[config.mk]
export PLATFORM = sky130hd
export DESIGN_NAME = regfile_sb
export DESIGN_NICKNAME = d
export VERILOG_FILES = /design/src/rtl/regfile_sb.sv
export SDC_FILE = /design/constraint.sdc
export NUM_CORES = 2
export LEC_CHECK = 0
export BUFFER_PORTS_ARGS = -buffer_cell sky130_fd_sc_hd__buf_2
export CAP_MARGIN = 20
export CORE_MARGIN = 4
export CORE_UTILIZATION = 60
export CTS_CLUSTER_SIZE = 12
export DETAILED_ROUTE_END_ITERATION = 12
export PLACE_DENSITY = 0.79
export SETUP_SLACK_MARGIN = 0.2
export SYNTH_ARGS = -nofsm -noshare
export SYNTH_HDL_FRONTEND = slang
export SYNTH_SLANG_ARGS = --single-unit
[constraint.sdc]
create_clock -name clk -period 4.3 [get_ports clk]
set_input_delay 0.43 -clock clk [delete_from_list [all_inputs] [get_ports clk]]
set_output_delay 0.43 -clock clk [all_outputs]
set_load 0.05 [all_outputs]
[src/rtl/regfile_sb.sv]
// rtl/regfile_sb.sv - two-write-port register file with PC read slot and long-latency scoreboard
// Port 4 carries long-latency writebacks and retires the claims made on claim_en.
module regfile_sb #(
  parameter int DW     = 32,
  parameter int AW     = 4,
  parameter int PC_IDX = 2**AW-1,
  parameter int BYPASS = 1
) (
  input  logic          clk,
  input  logic          reset,
  input  logic [AW-1:0] ra1,
  input  logic [AW-1:0] ra2,
  output logic [DW-1:0] rd1,
  output logic [DW-1:0] rd2,
  input  logic [DW-1:0] pc_in,
  input  logic          we3,
  input  logic [AW-1:0] wa3,
  input  logic [DW-1:0] wd3,
  input  logic          we4,
  input  logic [AW-1:0] wa4,
  input  logic [DW-1:0] wd4,
  input  logic          claim_en,
  input  logic [AW-1:0] claim_addr,
  output logic          busy1,
  output logic          busy2,
  output logic [AW:0]   pend_cnt,
  output logic          waw_err
);

  localparam int            NREG = 2**AW;
  localparam logic [AW-1:0] PC_A = AW'(PC_IDX);

  logic [DW-1:0]   mem [NREG];
  logic [NREG-1:0] pending;
  logic [NREG-1:0] pending_nxt;
  logic [AW:0]     cnt_nxt;
  logic            waw_nxt;
  logic            fwd_ok;

  // Forwarding is suppressed in reset so reads show the cleared storage.
  assign fwd_ok = (BYPASS != 0) && reset;

  function automatic logic [DW-1:0] rd_sel(input logic [AW-1:0] ra);
    if (ra == PC_A)
      return pc_in;
    else if (fwd_ok && we4 && wa4 == ra)
      return wd4;
    else if (fwd_ok && we3 && wa3 == ra)
      return wd3;
    else
      return mem[ra];
  endfunction

  function automatic logic busy_sel(input logic [AW-1:0] ra);
    return pending[ra] && (ra != PC_A) && !(fwd_ok && we4 && wa4 == ra);
  endfunction

  assign rd1   = rd_sel(ra1);
  assign rd2   = rd_sel(ra2);
  assign busy1 = busy_sel(ra1);
  assign busy2 = busy_sel(ra2);

  // Clear before set so a claim landing with its own retire stays pending.
  always_comb begin
    pending_nxt = pending;
    if (we4)
      pending_nxt[wa4] = 1'b0;
    if (claim_en)
      pending_nxt[claim_addr] = 1'b1;
    pending_nxt[PC_A] = 1'b0;
  end

  always_comb begin
    cnt_nxt = '0;
    for (int i = 0; i < NREG; i++)
      cnt_nxt = cnt_nxt + (AW+1)'(pending_nxt[i]);
  end

  assign waw_nxt = we3 && (wa3 != PC_A) && pending[wa3] && !(we4 && wa4 == wa3);

  always_ff @(posedge clk or negedge reset) begin
    if (!reset) begin
      pending  <= '0;
      pend_cnt <= '0;
      waw_err  <= 1'b0;
    end else begin
      pending  <= pending_nxt;
      pend_cnt <= cnt_nxt;
      waw_err  <= waw_nxt;
    end
  end

  // Port 4 is written last so it wins an address collision with port 3.
  always_ff @(posedge clk or negedge reset) begin
    if (!reset) begin
      for (int i = 0; i < NREG; i++)
        mem[i] <= '0;
    end else begin
      if (we3 && wa3 != PC_A)
        mem[wa3] <= wd3;
      if (we4 && wa4 != PC_A)
        mem[wa4] <= wd4;
    end
  end

endmodule

# --- After elaboration in Yosys (flattened, before gate mapping) ---
# Index checks and enable logic that the tools add are counted.
word_totals:
  regBits: 533
  input_bits: 121
  output_inout_bits: 72
  elab_cells: 118
op_classes:
  add_sub_neg: 14
  n_lt_le_gt_ge: 13
  eq_ne: 11
  muxes: 32
  bitwise: 7
  n_reduce_logical: 22
op_table:
  columns: ["cell", "n"]
  rows:
  - ["bitwise mux 512 bit", 2]
  - ["2-to-1 mux 512 bit", 2]
  - ["2-to-1 mux 32 bit", 12]
  - ["binary-select mux 32 bit (select 4 bit)", 2]
  - ["demux 32 bit (select 4 bit)", 2]
  - ["adder 5 x 1 -> 5 bit", 10]
  - ["2-to-1 mux 15 bit", 2]
  - ["less-than comparator 4 x 5 -> 1 bit, second input constant", 5]
  - ["== test 4 bit", 5]
  - [">= comparator 5 bit, second input constant", 4]
  - ["inverter 4 -> 5 bit", 4]
  - ["logical AND 1 bit", 19]
  - ["!= test 4 bit, second input constant", 4]
  - ["AND 15 bit", 1]
  - ["inverter 15 bit", 1]
  - ["bitwise OR 15 bit", 1]
  - ["binary-select mux 1 bit (select 4 bit)", 3]
  - ["less-than comparator 5 x 1 -> 1 bit, second input constant", 2]
  - ["demux 1 bit (select 4 bit)", 2]
  - ["== test 4 bit, second input constant", 2]
  - [">= comparator 4 x 1 -> 1 bit, second input constant", 2]
  - ["adder 4 x 1 -> 5 bit", 1]
  - ["2-to-1 mux 1 bit", 5]
  - ["adder 3 x 1 -> 4 bit", 1]
  - ["other kinds (3)", 5]

# --- Logic depth before layout (Yosys ltp) ---
depth:
  ltp_word: 23
  ltp_mapped: 16
  depth_no_buf: 14

# --- Worst setup path before layout ---
# Ideal clock, no wire load.
synth_timing:
  path_kind: "in2reg"
  startpoint: "input wa4[0]"
  endpoint: "register pend_cnt[1]"
  setup_time_ns: 0.064
  arrival_time_ns: 4.542
  t_required_ns: 4.236
  path_slack_ns: -0.306
  cell_stages: 16
  n_path_buf: 3
  cell_sequence: "buf_2 > and3_1 > and2_1 > clkbuf_1 > clkbuf_1 > o21ai_0 > fa_1 > inv_1 > fa_1 > fa_1 > fa_1 > inv_1 > fa_1 > inv_1 > fa_1 > inv_1"
synth_via:
  elab_cells_between_ends: 24
  cone_classes: "14 x add/sub; 2 x order compare; 4 x mux; 3 x bitwise; 1 x reduce/logical"
synth_rtl:
  columns: ["item", "line", "source"]
  rows:
  - ["from (decl)", "20", "input logic [AW-1:0] wa4,"]
  - ["less-than comparator 4 x 5 -> 1 bit (implied by the code) / >= comparator 4 x 1 -> 1 bit (equally long branches)", "67", "pending_nxt[wa4] = 1'b0;"]
  - ["logical AND 1 bit (implied by the code)", "67", null]
  - ["2-to-1 mux 1 bit (implied by the code)", "67", null]
  - ["demux 1 bit (select 4 bit) *", "67", null]
  - ["inverter 15 bit (no source line) *", null, null]
  - ["AND 15 bit (no source line) *", null, null]
  - ["2-to-1 mux 15 bit *", "66", "if (we4)"]
  - ["bitwise OR 15 bit (no source line)", null, null]
  - ["2-to-1 mux 15 bit *", "68", "if (claim_en)"]
  - ["named net pending_nxt[3]", "35", "logic [NREG-1:0] pending_nxt;"]
  - ["adder 3 x 1 -> 4 bit *", "76", "cnt_nxt = cnt_nxt + (AW+1)'(pending_nxt[i]);"]
  - ["adder 4 x 1 -> 5 bit *", "76", null]
  - ["adder 5 x 1 -> 5 bit * (10 in series)", "76", null]
  - ["named net cnt_nxt[1]", "36", "logic [AW:0] cnt_nxt;"]
  - ["to (signal assigned)", "88", "pend_cnt <= cnt_nxt;"]
  - ["to (decl)", "26", "output logic [AW:0] pend_cnt,"]
# Mark *: on every way through the listed nets, which the timed path passes. The rest lies on a longest branch.

# --- Final worst setup path ---
layout_timing:
  startpoint: "input reset"
  endpoint: "output rd2[0]"
layout_via:
  elab_chain_cells: 5
  elab_cells_between_ends: 7
  cone_classes: "3 x mux; 4 x reduce/logical"
layout_lines:
  columns: ["item", "line", "source"]
  rows:
  - ["from (decl)", "10", "input logic reset,"]
  - ["logical AND 1 bit (2 in series)", "48", "else if (fwd_ok && we3 && wa3 == ra)"]
  - ["2-to-1 mux 32 bit", "48", null]
  - ["2-to-1 mux 32 bit *", "46", "else if (fwd_ok && we4 && wa4 == ra)"]
  - ["2-to-1 mux 32 bit *", "44", "if (ra == PC_A)"]
  - ["to (decl)", "14", "output logic [DW-1:0] rd2,"]
# Every way passes the cells marked *; elsewhere a longest branch is shown, timed or not.

==> run_results.csv <==
group,metric,value,unit
outcome,run_status,"finished clean",
detailed_routing,route.met2.wl,53.3,mm
grt,grt_usage,37.7,%
setup_path,slowest_stage,"o21ai_0",
sta,finalWorstSetupSlack,0.341,ns
finish,fill_cells,4195,
logic_synthesis,yosys_most_used_dff,"dfrtp_1",
logic_synthesis,synth_edf_count,0,
logic_synthesis,syn-cell-area,34800,um2
logic_synthesis,syn_nets,3479,
setup_path,crit_arrival,3.53,ns
placement,place_inst,3954,
floorplan,fp-row-count,88,
grt,grt.overflow.total,0,
finish,stdcell_area,37700,um2
sta,relSlewSlack,28.2,%
min_path,hold_class,"primary input to flip-flop",
detailed_routing,drt_iter0_markers,4431,
logic_synthesis,yosysMostFrequentCell,"mux2i_1",
placement,hpwl,69.9,mm
setup_path,worstPathRequired,3.87,ns
setup_path,end_kind,"output port",
run,drv_cap,0,
grt,grt_pass1_vias,29600,
cts,cts-root-buf,"clkbuf_16",
logic_synthesis,syn_area_per_cell,10.4,um2
floorplan,start_util,60.4,%
sta,slew_violations,0,
floorplan,dieArea,61900,um2
detailed_routing,drc,0,
floorplan,ios,193,
setup_path,crit_chain,"dlygate4sd3_1, buf_8, nand2_1, nor2_1, nand4_1, buf_12, mux2i_1, o21ai_0, buf_2",
sta,finalSetupViolations,0,
logic_synthesis,synth_largest_area_cell,"dfrtp_1",
placement,pre_cts_ws,0.0949,ns
cts,path_clk_slew,0.06,ns
detailed_routing,top_layer_used,"met5",
grt,grt_pass1_wl,180,mm
placement,dpl_cell_area,35600,um2
detailed_routing,routedWlPerCell,29.5,um
power_and_ir_drop,ir_worst_vdd,358,uV
floorplan,die_w,249,um
detailed_routing,wirelength_met1,39.7,mm
cts,cts-resized-gates,0,
floorplan,die_h,249,um
cts,clock_sinks,532,
power_and_ir_drop,p_per_area,479,nW/um2
detailed_routing,dr_total_vias,29200,
placement,gp_congestion,0.908,
grt,antenna_found_initial,7,
detailed_routing,drtPass1Iterations,6,
cts,h-tree-depth,2,
setup_path,critPathMaxFanout,22,
logic_synthesis,ys_types,51,
logic_synthesis,ys_ff_latch,532,
sta,period_share,92.1,%
logic_synthesis,synthTopCellsByCount,"mux2i_1, dfrtp_1, a21oi_1, nand2_1, nor2_1",
logic_synthesis,synth.area.top_cells,"dfrtp_1, mux4_2, mux2i_1",
sta,tightest_slew,1.08,ns
power_and_ir_drop,p_leak,16.1,nW
logic_synthesis,syn_inst,3346,
floorplan,core_area,57600,um2
cts,clock_path_buffers,3,
logic_synthesis,async_flop_share,100,%
sta,timing.fmax,0.253,GHz
finish,area_delta_synth_final,8.27,%
finish,instances_no_fill,4070,
placement,io_buffers,191,
setup_path,setup.worst_path.start_class,"primary input",
sta,finClkSkew,0.00279,ns
sta,fin_crit,3.96,ns
grt,grt_max_degree,151,
detailed_routing,drt-vias-per-instance,7.18,
detailed_routing,met3_length,16.9,mm
sta,rsz0062_at_grt,"false",
setup_path,path_delay_family,"buffers and inverters",
detailed_routing,antenna_left,0,
logic_synthesis,yosys.area.top_type_share,38.3,%
setup_path,worst-path-buf-inv,4,
setup_path,critPathMaxStageDelay,0.73,ns
sta,whs,0.132,ns
sta,setup_tns,0,ns
cts,cts_buffers,57,
cts,clk-insertion-delay-late,0.63,ns
logic_synthesis,yosys_warnings,0,
logic_synthesis,synth_seq_area_share,38.3,%
finish,finalNetCount,3391,
cts,cts_tree,"done",
setup_path,path_class,"primary input to output port",
sta,hold_violations,0,
detailed_routing,totalWireLength,120,mm
finish,drive_gt1_share,21.4,%
## placed cells by master, fill, tap and decap left out, types with 14 or more instances in the layout
cell type | synthesis | final
mux4_2 | 268 | 268
xnor2_1 | 14 | 14
o22ai_1 | 53 | 53
dfrtp_1 | 532 | 532
a31oi_1 | 30 | 30
o21ai_1 | 18 | 20
a21oi_1 | 356 | 356
inv_1 | 23 | 22
nor2_1 | 302 | 300
mux2i_1 | 557 | 557
a22oi_1 | 74 | 73
buf_4 | 54 | 102
nand2_1 | 319 | 311
a211oi_1 | 22 | 22
and2_1 | 35 | 30
buf_2 | 103 | 184
clkbuf_16 | 0 | 58
clkbuf_1 | 235 | 18
o21ai_0 | 190 | 187
## sequential cells by signal (all words and copies together) (netlist names)
| signal | flops |
|---|---|
| mem | 512 |
| pending | 15 |
| pend_cnt | 4 |
| waw_err | 1 |
## cells by family after synthesis
logic type / Yosys count / synth area share (%)
compound gates: 757 / 12.0
xor+xnor: 19 / 0.478
fa+ha+maj: 12 / 0.647
buf+inv: 474 / 6.56
flops: 532 / 38.3
mux: 826 / 33.4
other cells: 1 / 0.0108
simple gates: 725 / 8.61
## metal layers
layer / global-route usage, % / vias to the layer above
li1: - / 11900
met1: 47.2 / 14100
met2: 56.8 / 2466
met3: 11.9 / 701
met4: 25.0 / 8
met5: 0 / -
## power by group
part / leakage (nW) / switching, mW / internal [mW] / total (mW)
Clock: 0.938 / 2.13 / 3.02 / 5.15
Sequential: 6.36 / 0.958 / 6.24 / 7.20
Combinational: 8.77 / 3.05 / 2.66 / 5.71
Total: 16.1 / 6.14 / 11.9 / 18.1
## worst paths after layout
| path | to | slack, ns | depth (start not counted) | start |
|---|---|---|---|---|
| worst min-delay path | waw_err | 0.13 | 2 | we3 |
| min in group asynchronous | mem[447] | 0.22 | 2 | reset |
| worst min register to register | mem[8] | 0.40 | 0 | mem[8] |
| worst max-delay path | rd2[0] | 0.34 | 9 | reset |
| worst max register to register | pend_cnt[2] | 0.61 | 12 | pending[3] |
| max in group asynchronous | mem[16] | 2.40 | 5 | reset |
## per-stage QoR
stage	power (mW)	util (%)
after detailed placement	12.8	61.8
after CTS	17.9	65.1
after floorplan	11.3	-
after global placement	12.5	61.8
after global routing	18.9	65.4
final	18.1	65.4
## final cells by class
| class | instances | area, um2 | area share (%) |
|---|---|---|---|
| Multi-Input combinational cell | 2340 | 19400 | 51.4 |
| Sequential cell | 532 | 13300 | 35.3 |
| Timing Repair Buffer | 303 | 2020 | 5.37 |
| Clock buffer | 84 | 1630 | 4.32 |
| Tap cell | 765 | 957 | 2.54 |
| Clock inverter | 18 | 277 | 0.734 |
| Inverter | 24 | 90.1 | 0.239 |
| Antenna cell | 4 | 10.0 | 0.0266 |
## what timing repair did
item / CTS / global route
setup buffers: 0 / 6
hold endpoints to repair: 17 / 0
endpoints found under the setup margin: 0 / 3
hold buffers: 1 / 0
(Power assumes the default switching activity.)
